### src/rtl/lane_spawn_scheduler_pkg.sv
// ---------------------------------------------------------------------------
// lane_spawn_scheduler_pkg
// Shared game definitions for the lane spawn scheduler.
//   state_t          : scheduler FSM states
//   DEF_NUM_LANES    : default number of traffic lanes
//   DEF_DELAY_MULT   : default frames of delay per unit of random value
//   RAND_MIN/MAX     : legal range of the random generator (values outside
//                      are clamped to it)
//   LANE_NONE        : "no previous lane" marker held in last_lane
//   clamp_rand()     : maps a raw 4-bit random value onto RAND_MIN..RAND_MAX
// ---------------------------------------------------------------------------
package lane_spawn_scheduler_pkg;

    typedef enum logic [1:0] {
        IDLE = 2'd0,
        WAIT = 2'd1,
        PICK = 2'd2,
        REQ  = 2'd3
    } state_t;

    localparam int DEF_NUM_LANES  = 6;
    localparam int DEF_DELAY_MULT = 4;

    localparam logic [3:0] RAND_MIN  = 4'd1;
    localparam logic [3:0] RAND_MAX  = 4'd12;

    // Never a legal lane, so the first spawn after reset can never match it.
    localparam logic [3:0] LANE_NONE = 4'hF;

    function automatic logic [3:0] clamp_rand(input logic [3:0] r);
        logic [3:0] rc;
        if (r < RAND_MIN) begin
            rc = RAND_MIN;
        end else if (r > RAND_MAX) begin
            rc = RAND_MAX;
        end else begin
            rc = r;
        end
        return rc;
    endfunction

endpackage

### src/rtl/lane_spawn_scheduler_frame_countdown.sv
// ---------------------------------------------------------------------------
// frame_countdown
// 6-bit frame down-counter used as the spawn delay timer.
//   clk          : system clock
//   resetN       : asynchronous active-low reset, clears the count
//   i_load       : load i_load_val (takes priority over decrement)
//   i_load_val   : delay in frames
//   i_run        : counter is armed (scheduler is waiting)
//   i_sof        : start-of-frame pulse; decrements while armed
//   o_terminal   : this frame pulse is the one that finds the count at 1
// ---------------------------------------------------------------------------
module frame_countdown (
    input  logic       clk,
    input  logic       resetN,
    input  logic       i_load,
    input  logic [5:0] i_load_val,
    input  logic       i_run,
    input  logic       i_sof,
    output logic       o_terminal
);

    logic [5:0] r_count;
    logic       w_dec;

    assign w_dec      = i_run && i_sof;
    assign o_terminal = w_dec && (r_count == 6'd1);

    always_ff @(posedge clk or negedge resetN) begin
        if (!resetN) begin
            r_count <= '0;
        end else if (i_load) begin
            r_count <= i_load_val;
        end else if (w_dec && (r_count != 6'd0)) begin
            // Holding at zero keeps a stray pulse from wrapping to 63.
            r_count <= r_count - 6'd1;
        end
    end

endmodule

### src/rtl/lane_spawn_scheduler.sv
// ---------------------------------------------------------------------------
// lane_spawn_scheduler
// Decides when and in which lane the next traffic object appears.  A random
// delay (in frames) is counted down, then a lane is chosen from the random
// value, avoiding an immediate repeat of the previous lane, and a spawn
// request is held until the object drawer acknowledges it.
//
// Parameters
//   NUM_LANES    : number of lanes (2..12)
//   DELAY_MULT   : frames of delay per unit of clamped random value (1..5)
// Ports
//   clk          : system clock
//   resetN       : asynchronous active-low reset
//   startOfFrame : one-clock pulse per video frame
//   game_active  : level, high while gameplay runs
//   random       : raw pseudo-random value (clamped to 1..12 internally)
//   spawn_ack    : drawer accepts the pending spawn
//   spawn_req    : a spawn is pending
//   spawn_lane   : target lane of the pending/last spawn
//   spawn_count  : accepted spawns since reset, saturating at 255
//
// state | meaning
// ------+-------------------------------------------------------------
// IDLE  | gameplay stopped; nothing counted, nothing requested
// WAIT  | counting frame pulses down to the next spawn
// PICK  | single cycle: choose and register the lane
// REQ   | spawn_req high, lane frozen, waiting for spawn_ack
// ---------------------------------------------------------------------------
module lane_spawn_scheduler
    import lane_spawn_scheduler_pkg::*;
#(
    parameter int NUM_LANES  = DEF_NUM_LANES,
    parameter int DELAY_MULT = DEF_DELAY_MULT
) (
    input  logic       clk,
    input  logic       resetN,
    input  logic       startOfFrame,
    input  logic       game_active,
    input  logic [3:0] random,
    input  logic       spawn_ack,
    output logic       spawn_req,
    output logic [3:0] spawn_lane,
    output logic [7:0] spawn_count
);

    localparam logic [3:0] LANES4 = 4'(NUM_LANES);
    localparam logic [5:0] MULT6  = 6'(DELAY_MULT);

    state_t     r_state;
    state_t     w_next_state;
    logic [3:0] r_spawn_lane;
    logic [3:0] r_last_lane;
    logic [7:0] r_spawn_count;

    logic [3:0] w_rc;
    logic [3:0] w_rc_m1;
    logic [3:0] w_cand;
    logic [3:0] w_pick_lane;
    logic [5:0] w_load_val;
    logic       w_count_run;
    logic       w_terminal;
    logic       w_load;
    logic       w_lane_we;
    logic       w_count_inc;

    // -----------------------------------------------------------------------
    // Random value handling: clamp, delay length and lane choice
    // -----------------------------------------------------------------------
    assign w_rc       = clamp_rand(random);
    assign w_rc_m1    = w_rc - 4'd1;
    assign w_cand     = w_rc_m1 % LANES4;
    assign w_load_val = 6'(w_rc) * MULT6;

    // A candidate equal to the previous lane is bumped to the next lane so
    // two consecutive objects never share a lane.
    always_comb begin
        w_pick_lane = w_cand;
        if (w_cand == r_last_lane) begin
            if (r_last_lane >= (LANES4 - 4'd1)) begin
                w_pick_lane = 4'd0;
            end else begin
                w_pick_lane = r_last_lane + 4'd1;
            end
        end
    end

    // -----------------------------------------------------------------------
    // Frame delay timer
    // -----------------------------------------------------------------------
    assign w_count_run = game_active && (r_state == WAIT);

    frame_countdown u_frame_countdown (
        .clk        (clk),
        .resetN     (resetN),
        .i_load     (w_load),
        .i_load_val (w_load_val),
        .i_run      (w_count_run),
        .i_sof      (startOfFrame),
        .o_terminal (w_terminal)
    );

    // -----------------------------------------------------------------------
    // FSM
    // -----------------------------------------------------------------------
    always_ff @(posedge clk or negedge resetN) begin
        if (!resetN) begin
            r_state <= IDLE;
        end else begin
            r_state <= w_next_state;
        end
    end

    always_comb begin
        w_next_state = r_state;
        w_load       = 1'b0;
        w_lane_we    = 1'b0;
        w_count_inc  = 1'b0;

        // Dropping game_active wins over everything, including an ack
        // arriving in the same cycle.
        if (!game_active) begin
            w_next_state = IDLE;
        end else begin
            case (r_state)
                IDLE: begin
                    w_load       = 1'b1;
                    w_next_state = WAIT;
                end
                WAIT: begin
                    if (w_terminal) begin
                        w_next_state = PICK;
                    end
                end
                PICK: begin
                    w_lane_we    = 1'b1;
                    w_next_state = REQ;
                end
                REQ: begin
                    if (spawn_ack) begin
                        w_count_inc  = 1'b1;
                        w_load       = 1'b1;
                        w_next_state = WAIT;
                    end
                end
                default: begin
                    w_next_state = IDLE;
                end
            endcase
        end
    end

    // -----------------------------------------------------------------------
    // Lane and spawn counter registers
    // -----------------------------------------------------------------------
    always_ff @(posedge clk or negedge resetN) begin
        if (!resetN) begin
            r_spawn_lane <= 4'd0;
            r_last_lane  <= LANE_NONE;
        end else if (w_lane_we) begin
            r_spawn_lane <= w_pick_lane;
            r_last_lane  <= w_pick_lane;
        end
    end

    always_ff @(posedge clk or negedge resetN) begin
        if (!resetN) begin
            r_spawn_count <= 8'd0;
        end else if (w_count_inc && (r_spawn_count != 8'hFF)) begin
            r_spawn_count <= r_spawn_count + 8'd1;
        end
    end

    // The request is a pure decode of REQ so a reset or an ack drops it
    // together with the state change.
    assign spawn_req   = (r_state == REQ);
    assign spawn_lane  = r_spawn_lane;
    assign spawn_count = r_spawn_count;

endmodule

### config.mk
export PLATFORM = sky130hd
export DESIGN_NAME = lane_spawn_scheduler
export DESIGN_NICKNAME = d
export VERILOG_FILES = /design/src/rtl/lane_spawn_scheduler_pkg.sv /design/src/rtl/lane_spawn_scheduler_frame_countdown.sv /design/src/rtl/lane_spawn_scheduler.sv
export SDC_FILE = /design/constraint.sdc
export NUM_CORES = 1
export LEC_CHECK = 0
export ABC_AREA = 1
export CAP_MARGIN = 20
export CORE_ASPECT_RATIO = 1.2
export CORE_MARGIN = 4
export CORE_UTILIZATION = 60
export DETAILED_ROUTE_END_ITERATION = 12
export GPL_ROUTABILITY_DRIVEN = 1
export PLACE_DENSITY_LB_ADDON = 0.08
export SYNTH_ARGS = -nofsm -noshare
export SYNTH_HDL_FRONTEND = slang
export SYNTH_HIERARCHICAL = 1
export SYNTH_SLANG_ARGS = --single-unit
### constraint.sdc
create_clock -name clk -period 4.55 [get_ports clk]
set_input_delay 1.1375 -clock clk [delete_from_list [all_inputs] [get_ports clk]]
set_output_delay 1.1375 -clock clk [all_outputs]
set_load 0.05 [all_outputs]
# Word level (Yosys, flattened, before mapping)
# Cells that the tools add are included.
[word_totals]
ff_bits = 24
latch_bits = 0
ram_bits = 0
mem_bits_ro = 0
out_inout_bits = 13
word_cells = 47
n_memories = 0
[classes]
addsub = 4
n_mul = 0
div = 1
n_lt_le_gt_ge = 3
n_eq_ne = 8
shift = 0
n_mux = 17
bitwise = 0
n_reduce_logical = 9
[op_table]
columns = ["operator", "n"]
rows = [
  ["two-way mux 4 bit", 4],
  ["two-way mux 6 bit", 2],
  ["adder 8 x 1 -> 8 bit, second input constant", 1],
  ["!= test 8 bit, second input constant", 1],
  ["case mux 2 bit (4 select lines)", 1],
  ["== test 6 x 1 -> 1 bit, second input constant", 1],
  ["two-way mux 1 bit", 6],
  ["two-way mux 2 bit", 3],
  ["nonzero test 6 bit", 1],
  ["subtractor 6 x 1 -> 6 bit, second input constant", 1],
  ["logical AND 1 bit", 5],
  ["adder 4 x 1 -> 4 bit, second input constant", 1],
  ["== test 2 bit, second input constant", 2],
  ["== test 4 bit", 1],
  [">= comparator 4 x 3 -> 1 bit, second input constant", 1],
  ["greater-than comparator 4 bit, second input constant", 1],
  ["< comparator 4 x 1 -> 1 bit, second input constant", 1],
  ["modulo 4 x 3 -> 4 bit, second input constant", 1],
  ["subtractor 4 x 1 -> 4 bit, second input constant", 1],
  ["!= test 3 x 2 -> 1 bit, second input constant", 1],
  ["!= test 3 bit, second input constant", 1],
  ["== test 2 x 1 -> 1 bit, second input constant", 1],
  ["zero test 2 bit", 1],
  ["case mux 1 bit (2 select lines)", 1],
  ["other kinds (2)", 2],
]

# Logic depth before layout (Yosys ltp)
[depth]
word_depth = 7
ltp_mapped = 19
ltp_nobuf = 19

# Modules after synthesis
# The synthesis kept the hierarchy.
[modules_own_cells]
columns = ["module", "instances", "cells_per_inst", "area_each_um2", "seq_area_each_um2"]
rows = [
  ["lane_spawn_scheduler", 1, 168, 1351.3, 455.4],
  ["frame_countdown", 1, 64, 495.5, 150.1],
]

# Least setup slack after synthesis
# No wires, ideal clock.
[synth_path]
kind = "input -> register"
startpoint = "input random[0]"
endpoint = "register r_spawn_lane[0] (netlist: spawn_lane[0])"
setup_time_ps = 119
arrival_time_ps = 3002
required_time_ps = 4431
setup_slack_ps = 1429
stages = 17
n_path_buf = 0
path_cell_list = "inv_1 -> nand3_2 -> a21oi_4 -> inv_1 -> ha_1 -> inv_1 -> nand2_1 -> nand2_1 -> nor2_1 -> ha_1 -> nand3b_1 -> nand4_1 -> nand2_2 -> nor2_4 -> nand3_1 -> nand3_1 -> nand2_1"
[synth_between]
elab_chain_len = 7
word_cells_on_any_way = 8
cone_classes = "add/sub: 1; div: 1; order compare: 2; eq/ne: 1; mux: 3"
[synth_rtl]
columns = ["element", "line", "rtl"]
rows = [
  ["start, declared", "lane_spawn_scheduler.sv:39", "input logic [3:0] random,"],
  ["greater-than comparator 4 bit", "lane_spawn_scheduler_pkg.sv:34", "end else if (r > RAND_MAX) begin"],
  ["two-way mux 4 bit", "lane_spawn_scheduler_pkg.sv:34", ""],
  ["two-way mux 4 bit *", "lane_spawn_scheduler_pkg.sv:32", "if (r < RAND_MIN) begin"],
  ["via w_load_val[2]", "lane_spawn_scheduler.sv:59", "logic [5:0] w_load_val;"],
  ["subtractor 4 x 1 -> 4 bit *", "lane_spawn_scheduler.sv:70", "assign w_rc_m1 = w_rc - 4'd1;"],
  ["modulo 4 x 3 -> 4 bit *", "lane_spawn_scheduler.sv:71", "assign w_cand = w_rc_m1 % LANES4;"],
  ["== test 4 bit", "lane_spawn_scheduler.sv:78", "if (w_cand == r_last_lane) begin"],
  ["two-way mux 4 bit *", "lane_spawn_scheduler.sv:78", ""],
  ["end signal, assigned", "lane_spawn_scheduler.sv:160", "r_spawn_lane <= w_pick_lane;"],
  ["end, declared", "lane_spawn_scheduler.sv:51", "logic [3:0] r_spawn_lane;"],
]
# The timed path passes the listed nets; every way through them passes the cells marked *.
# A chain may end at the register's enable or synchronous reset.

# Worst setup path in the final report
[layout_path]
startpoint = "input random[2]"
endpoint = "register r_spawn_lane[2] (netlist: spawn_lane[2])"
# The elaborated chain is that of the path after synthesis.

==> flow_summary.toml <==
[timing]
hold_viol = 0
worstMarginPinSlew_ns = 0.5112
timing.fmax_mhz = 274.9
fin_crit_sh_pct = 79.96
setup_violations = 0
finalCriticalPeriod_ns = 3.638
rsz0062_at_grt = "no"
fin_skew_ns = 0.002054
maxSlewHeadroom_pct = 65.81
fin_ws_ns = 0.9120
fin_hold_ws_ns = 0.5006
drv_slew = 0
tns_ns = 0

[grt]
grt_use_met2_pct = 32.96
grt_max_degree = 25
grt_use_met1_pct = 24.42
antenna_found_initial = 0
gr-total-overflow = 0
grt_usage_pct = 19.27
grt_busiest_layer = "met2"
grt_pass1_vias = 1418
met3_usage_pct = 2.607
grt_pass1_wl_mm = 6.009

[clock_tree]
clockBufferDepth = 2
cts_resized = 0
post_cts_buffers = 0
ctsHoldBuffers = 0
cts_sinks = 24
numCtsBuffers = 3
clkLatencyLatePin_ns = 0.32
cts_htree_levels = 1
clkTransAtPathRegs_ns = 0.14
cts_tree = "yes"
cts_root_buf = "clkbuf_4"

[pwr]
p_int_uw = 658.2
p_sw_share_pct = 47.73
leakage_nw = 1.112
comb_power_share_pct = 56.7
power_frac_seq_pct = 30.9
power.switching_uw = 601.1
ir_drop_mv = 0.3946
p_clk_share_pct = 12.5
powerDensity_nw_per_um2 = 583.2

[cells_and_area]
fin_nets = 283
drive_gt1_share_pct = 17.12
n_antenna_cell = 0
postLayoutCellArea_um2 = 2160
utilization_pct = 75.40
layout_common_cells = "nand2_1 (60), nand3_1 (30), inv_1 (28), clkdlybuf4s50_1 (21), dfrtp_1 (20)"
syn_to_final_growth_pct = 16.94
fillers = 225
final_common_cell = "nand2_1"

[critical_path]
rr_startpoint = "r_state[0]"
cp-end-kind = "register"
cp.arrival_ns = 3.86
rr_endpoint = "spawn_count[7]"
cp_max_fo = 6
reg2regPathDepth = 8
critical_path_class = "input pin to register"
worstPathRequired_ns = 4.77
r2r_setup_slack_ns = 2.77
setup.worst_path.start = "random[2]"
start_kind = "input pin"

[synthesis]
synth_area_per_cell_um2 = 7.960
ys_ff_latch = 24
synth_warnings = 6
synth_top_area_cell = "dfrtp_1"
synthCells = 232
netlist_top_cells_area = "dfrtp_1 (27%), nand2_1 (12%), ha_1 (11%)"
yosysUniqueCellTypes = 36
synth-seq-area-share_pct = 32.79
synth_top_area_share_pct = 27.10
syn_area_um2 = 1847

[routing]
drc = 0
firstDrtPassIters = 4
ant_nets = 0
drt-vias-per-instance = 5.175
wirelength_mm = 3.409
route.vias.total = 1506
drtIter0Drc = 53
wl_per_cell_um = 11.71

[outcome]
status = "completed"

[min_path]
min_from = "r_last_lane[3]"
hold_depth = 2
hp-class = "register to register"
min_to = "r_last_lane[3]"

[floorplan]
die-area_um2 = 4033
core_area_um2 = 2864
io-pin-count = 22
start_util_pct = 64.48
die_h_um = 68.78
fp.dieW_um = 58.65
rows = 21

[place]
io_buffers = 21
hpwlAfterDp_mm = 2.618
placed_area_um2 = 2092
place.gp.congestion = 0.8271
dp_slack_ns = 0.5535

[job]
drv_cap = 0
## through the flow
stage / instances / total power [mW]
final: 291 / 1.259
after global routing: 291 / 1.375
after CTS: 290 / 1.265
after detailed placement: 286 / 1.101
after global placement: 286 / 1.089
after floorplan: 233 / 0.9338
## layout make-up
| cell class | instances | area, µm² | share of cell area, % |
|---|---|---|---|
| Clock buffer | 3 | 22.52 | 1.043 |
| Sequential cell | 24 | 605.6 | 28.04 |
| Inverter | 31 | 118.9 | 5.504 |
| Multi-Input combinational cell | 175 | 1107 | 51.27 |
| Timing Repair Buffer | 23 | 232.7 | 10.78 |
| Tap cell | 34 | 42.54 | 1.970 |
| Clock inverter | 1 | 30.03 | 1.390 |
## critical path, cell delays in order
cell	delay, ns
clkdlybuf4s50_1	0.53
nor2_2	0.23
nand3_2	0.10
a21oi_4	0.24
inv_1	0.07
ha_1	0.21
inv_1	0.07
nand2_1	0.05
nand2_1	0.11
nor2_1	0.06
ha_1	0.18
nand3b_1	0.19
nand4_1	0.13
nand2_2	0.08
nor2_4	0.16
nand3_1	0.09
nand3_1	0.13
nand2_1	0.08
## metal layers
metal	part of all wire [%]	routed length (µm)
met3	2.7	93
met1	46	1583
met5	0	0
met2	49	1684
met4	1.4	47
## Yosys cell counts
master and n:
o21bai_1 1, nor3_1 1, inv_2 2, o22ai_1 1, nand2_4 4, or2_1 2
nand2_8 1, nand3_1 30, o21ai_0 4, nor2_4 4, or2_2 1, inv_1 28
nand3_2 3, conb_1 1, a21oi_4 1, dlygate4sd3_1 1, nand3b_1 1, a21oi_1 4
nor2_1 8, nand3_4 2, nor2_2 1, clkbuf_1 1, dfstp_2 4, xor2_1 7
nand4_1 3, nand2_1 60, a31oi_1 1, xnor2_1 2, nand2_2 10, ha_1 16
o21ai_2 3, inv_4 1, dfrtp_1 20, mux2_2 1, o31ai_1 1, clkbuf_2 1
## power groups by stage
stage               Combinational (mW)  Sequential, mW  Clock (mW)
floorplan                        0.463           0.471           0
global placement                 0.698           0.391           0
detailed placement               0.709           0.392           0
CTS                              0.715           0.388       0.162
global route                     0.804           0.403       0.168
finish                           0.713           0.389       0.157
## flip-flops by register name, summed over array words and instances (netlist names)
name                       count
spawn_count                    8
u_frame_countdown/r_count      6
r_last_lane                    4
spawn_lane                     4
r_state                        2
## worst max path at each step
stage | to | cells past startpoint
6_report | spawn_lane[2] | 18
5_1_grt | spawn_lane[1] | 18
4_1_cts | spawn_lane[2] | 18
3_5_place_dp | spawn_lane[2] | 18
3_3_place_gp | spawn_lane[3] | 18
2_1_floorplan | spawn_lane[0] | 17
## cell families after synthesis
family                   after synthesis  synth area share, %
adder cells (fa/ha/maj)               16                10.84
multiplexers                           1               0.6097
buffers and inverters                 34                7.452
other                                  1               0.2031
AO/OA/AOI/OAI                         16                5.963
XOR/XNOR                               9                4.269
AND/OR/NAND/NOR                      131                37.87
flip-flops                            24                32.79
No activity file was read; power rests on OpenSTA's default activity.
==> variant: new RTL, same settings <==
Reset style: synchronous (`resetN`), changed in 4 clocked blocks. Comments in the files are not updated.
--- a/src/rtl/lane_spawn_scheduler_frame_countdown.sv
+++ b/src/rtl/lane_spawn_scheduler_frame_countdown.sv
@@ -25,7 +25,7 @@
     assign w_dec      = i_run && i_sof;
     assign o_terminal = w_dec && (r_count == 6'd1);
 
-    always_ff @(posedge clk or negedge resetN) begin
+    always_ff @(posedge clk) begin
         if (!resetN) begin
             r_count <= '0;
         end else if (i_load) begin
--- a/src/rtl/lane_spawn_scheduler.sv
+++ b/src/rtl/lane_spawn_scheduler.sv
@@ -102,7 +102,7 @@
     // -----------------------------------------------------------------------
     // FSM
     // -----------------------------------------------------------------------
-    always_ff @(posedge clk or negedge resetN) begin
+    always_ff @(posedge clk) begin
         if (!resetN) begin
             r_state <= IDLE;
         end else begin
@@ -152,7 +152,7 @@
     // -----------------------------------------------------------------------
     // Lane and spawn counter registers
     // -----------------------------------------------------------------------
-    always_ff @(posedge clk or negedge resetN) begin
+    always_ff @(posedge clk) begin
         if (!resetN) begin
             r_spawn_lane <= 4'd0;
             r_last_lane  <= LANE_NONE;
@@ -162,7 +162,7 @@
         end
     end
 
-    always_ff @(posedge clk or negedge resetN) begin
+    always_ff @(posedge clk) begin
         if (!resetN) begin
             r_spawn_count <= 8'd0;
         end else if (w_count_inc && (r_spawn_count != 8'hFF)) begin
Formal check against the unedited RTL: differs if resetN is asserted again (counterexample within 10 cycles, from zero or initial values and one cycle with resetN low); with resetN held inactive, the same outputs for 10 cycles.
==> variant against the original RTL <==
Synthesized area is 4.7% lower. Routed wire length grew 2.7%. Via count increased by 5.5%. Sequential cell count stayed put. Design area down 6.0%. Critical path depth rose by 3. Worst setup slack better by 0.087 ns.
Power is not compared: it rests on default switching activity, and its combinational part moved more than twofold at a synthesized area within 25%.
==> variant: results (changes against the original RTL) <==
Yosys
  • Netlist cell types: 29 (-19%)
  • Adder-Cell Fraction of Synth Area: 0.1067 (-0.001715)
  • Most instantiated cells after synthesis: nand2_1, inv_1, nand3_1
  • Mux share of post-synthesis cell area: 0 (-0.006098)
  • Register area share after synthesis: 0.2731 (-0.05480)
  • Synth Area in XOR/XNOR: 0.01494 (-0.02775)
  • Compound-Gate Fraction of Synth Area: 0.1159 (+0.05631)

Final layout
  • Layout cell share with drive strength beyond 1: 0.1164 (-0.05484)
  • Filler cells: 238 (+5.8%)
  • Non-clk buf share: 0.1036 (-0.004188)
  • Inverters: 37 (+19%)
  • Final clock-cell share: 0.02589 (+0.001560)
  • Syn-to-layout area delta: 15.36%
  • Multi-In Gates: 189 (+8.0%)
  • Multi-input gate share of total cell area: 0.5444 (+0.03164)

STA
  • Relative slew slack: 0.4857 (-0.1724)

Placement
  • Pre-CTS setup slack: 0.6687 ns (+0.1152 ns)
  • Routability cong.: 0.8654 (+4.6%)
  • DPL Wire Length: 2672 um (+2.1%)
  • DP Area: 1977 um^2 (-5.5%)

Global route
  • Met3 Track Usage GR: 0.02486 (-0.001214)
  • Total GRT Usage: 0.1991 (+0.006389)
  • Vias in the first global route: 1518 (+7.1%)
  • Largest net degree at the start of global routing: 15 (-40%)
  • GR Util met1: 0.2233 (-0.02090)
  • Met2 GRT Util: 0.3814 (+0.05175)
  • Global-route wire length before repair: 6154 um (+2.4%)

Drt
  • Routed vias/inst: 5.142 (-0.64%)
  • Vias post-DR: 1589 (+5.5%)
  • Drt initial violations: 57 (+7.5%)
  • Routed met2 length: 1800 um (+6.9%)
  • Wire per inst: 11.33 um (-3.3%)
  • Routed wl met3: 88 um (-5.4%)
  • WL met1: 1571 um (-0.76%)

Outcome
  • Status: completed

Critical path
  • Worst EP arrival: 3.81 ns (-0.05 ns)
  • Crit-path max cell delay: 0.67 ns (+0.14 ns)
-- variant: cell count changes after synthesis, moves of 4 or more --
cell and change:
nand3_1 -4, nor2_1 +5, a21oi_1 +19, xor2_1 -4, inv_1 +9, dfxtp_1 +24, o21ai_0 +6, dfstp_2 -4
dfrtp_1 -20
-- variant: worst paths after layout --
check,startpoint,end,slack [ns],cells after the start
worst min-delay path,spawn_lane[1],spawn_lane[1],0.48,2
worst max register to register,r_state[0],u_frame_countdown/r_count[5],2.08,7
worst max-delay path,random[3],spawn_lane[0],1.0,21
worst min register to register,spawn_lane[1],spawn_lane[1],0.48,2
-- variant: power by group through the flow --
stage / combinational, mW / clock [mW] / sequential (mW)
2_1_floorplan: 0.133 / 0 / 0.235
3_3_place_gp: 0.162 / 0 / 0.234
3_5_place_dp: 0.165 / 0 / 0.235
4_1_cts: 0.166 / 0.160 / 0.230
5_1_grt: 0.188 / 0.166 / 0.232
6_report: 0.165 / 0.157 / 0.230
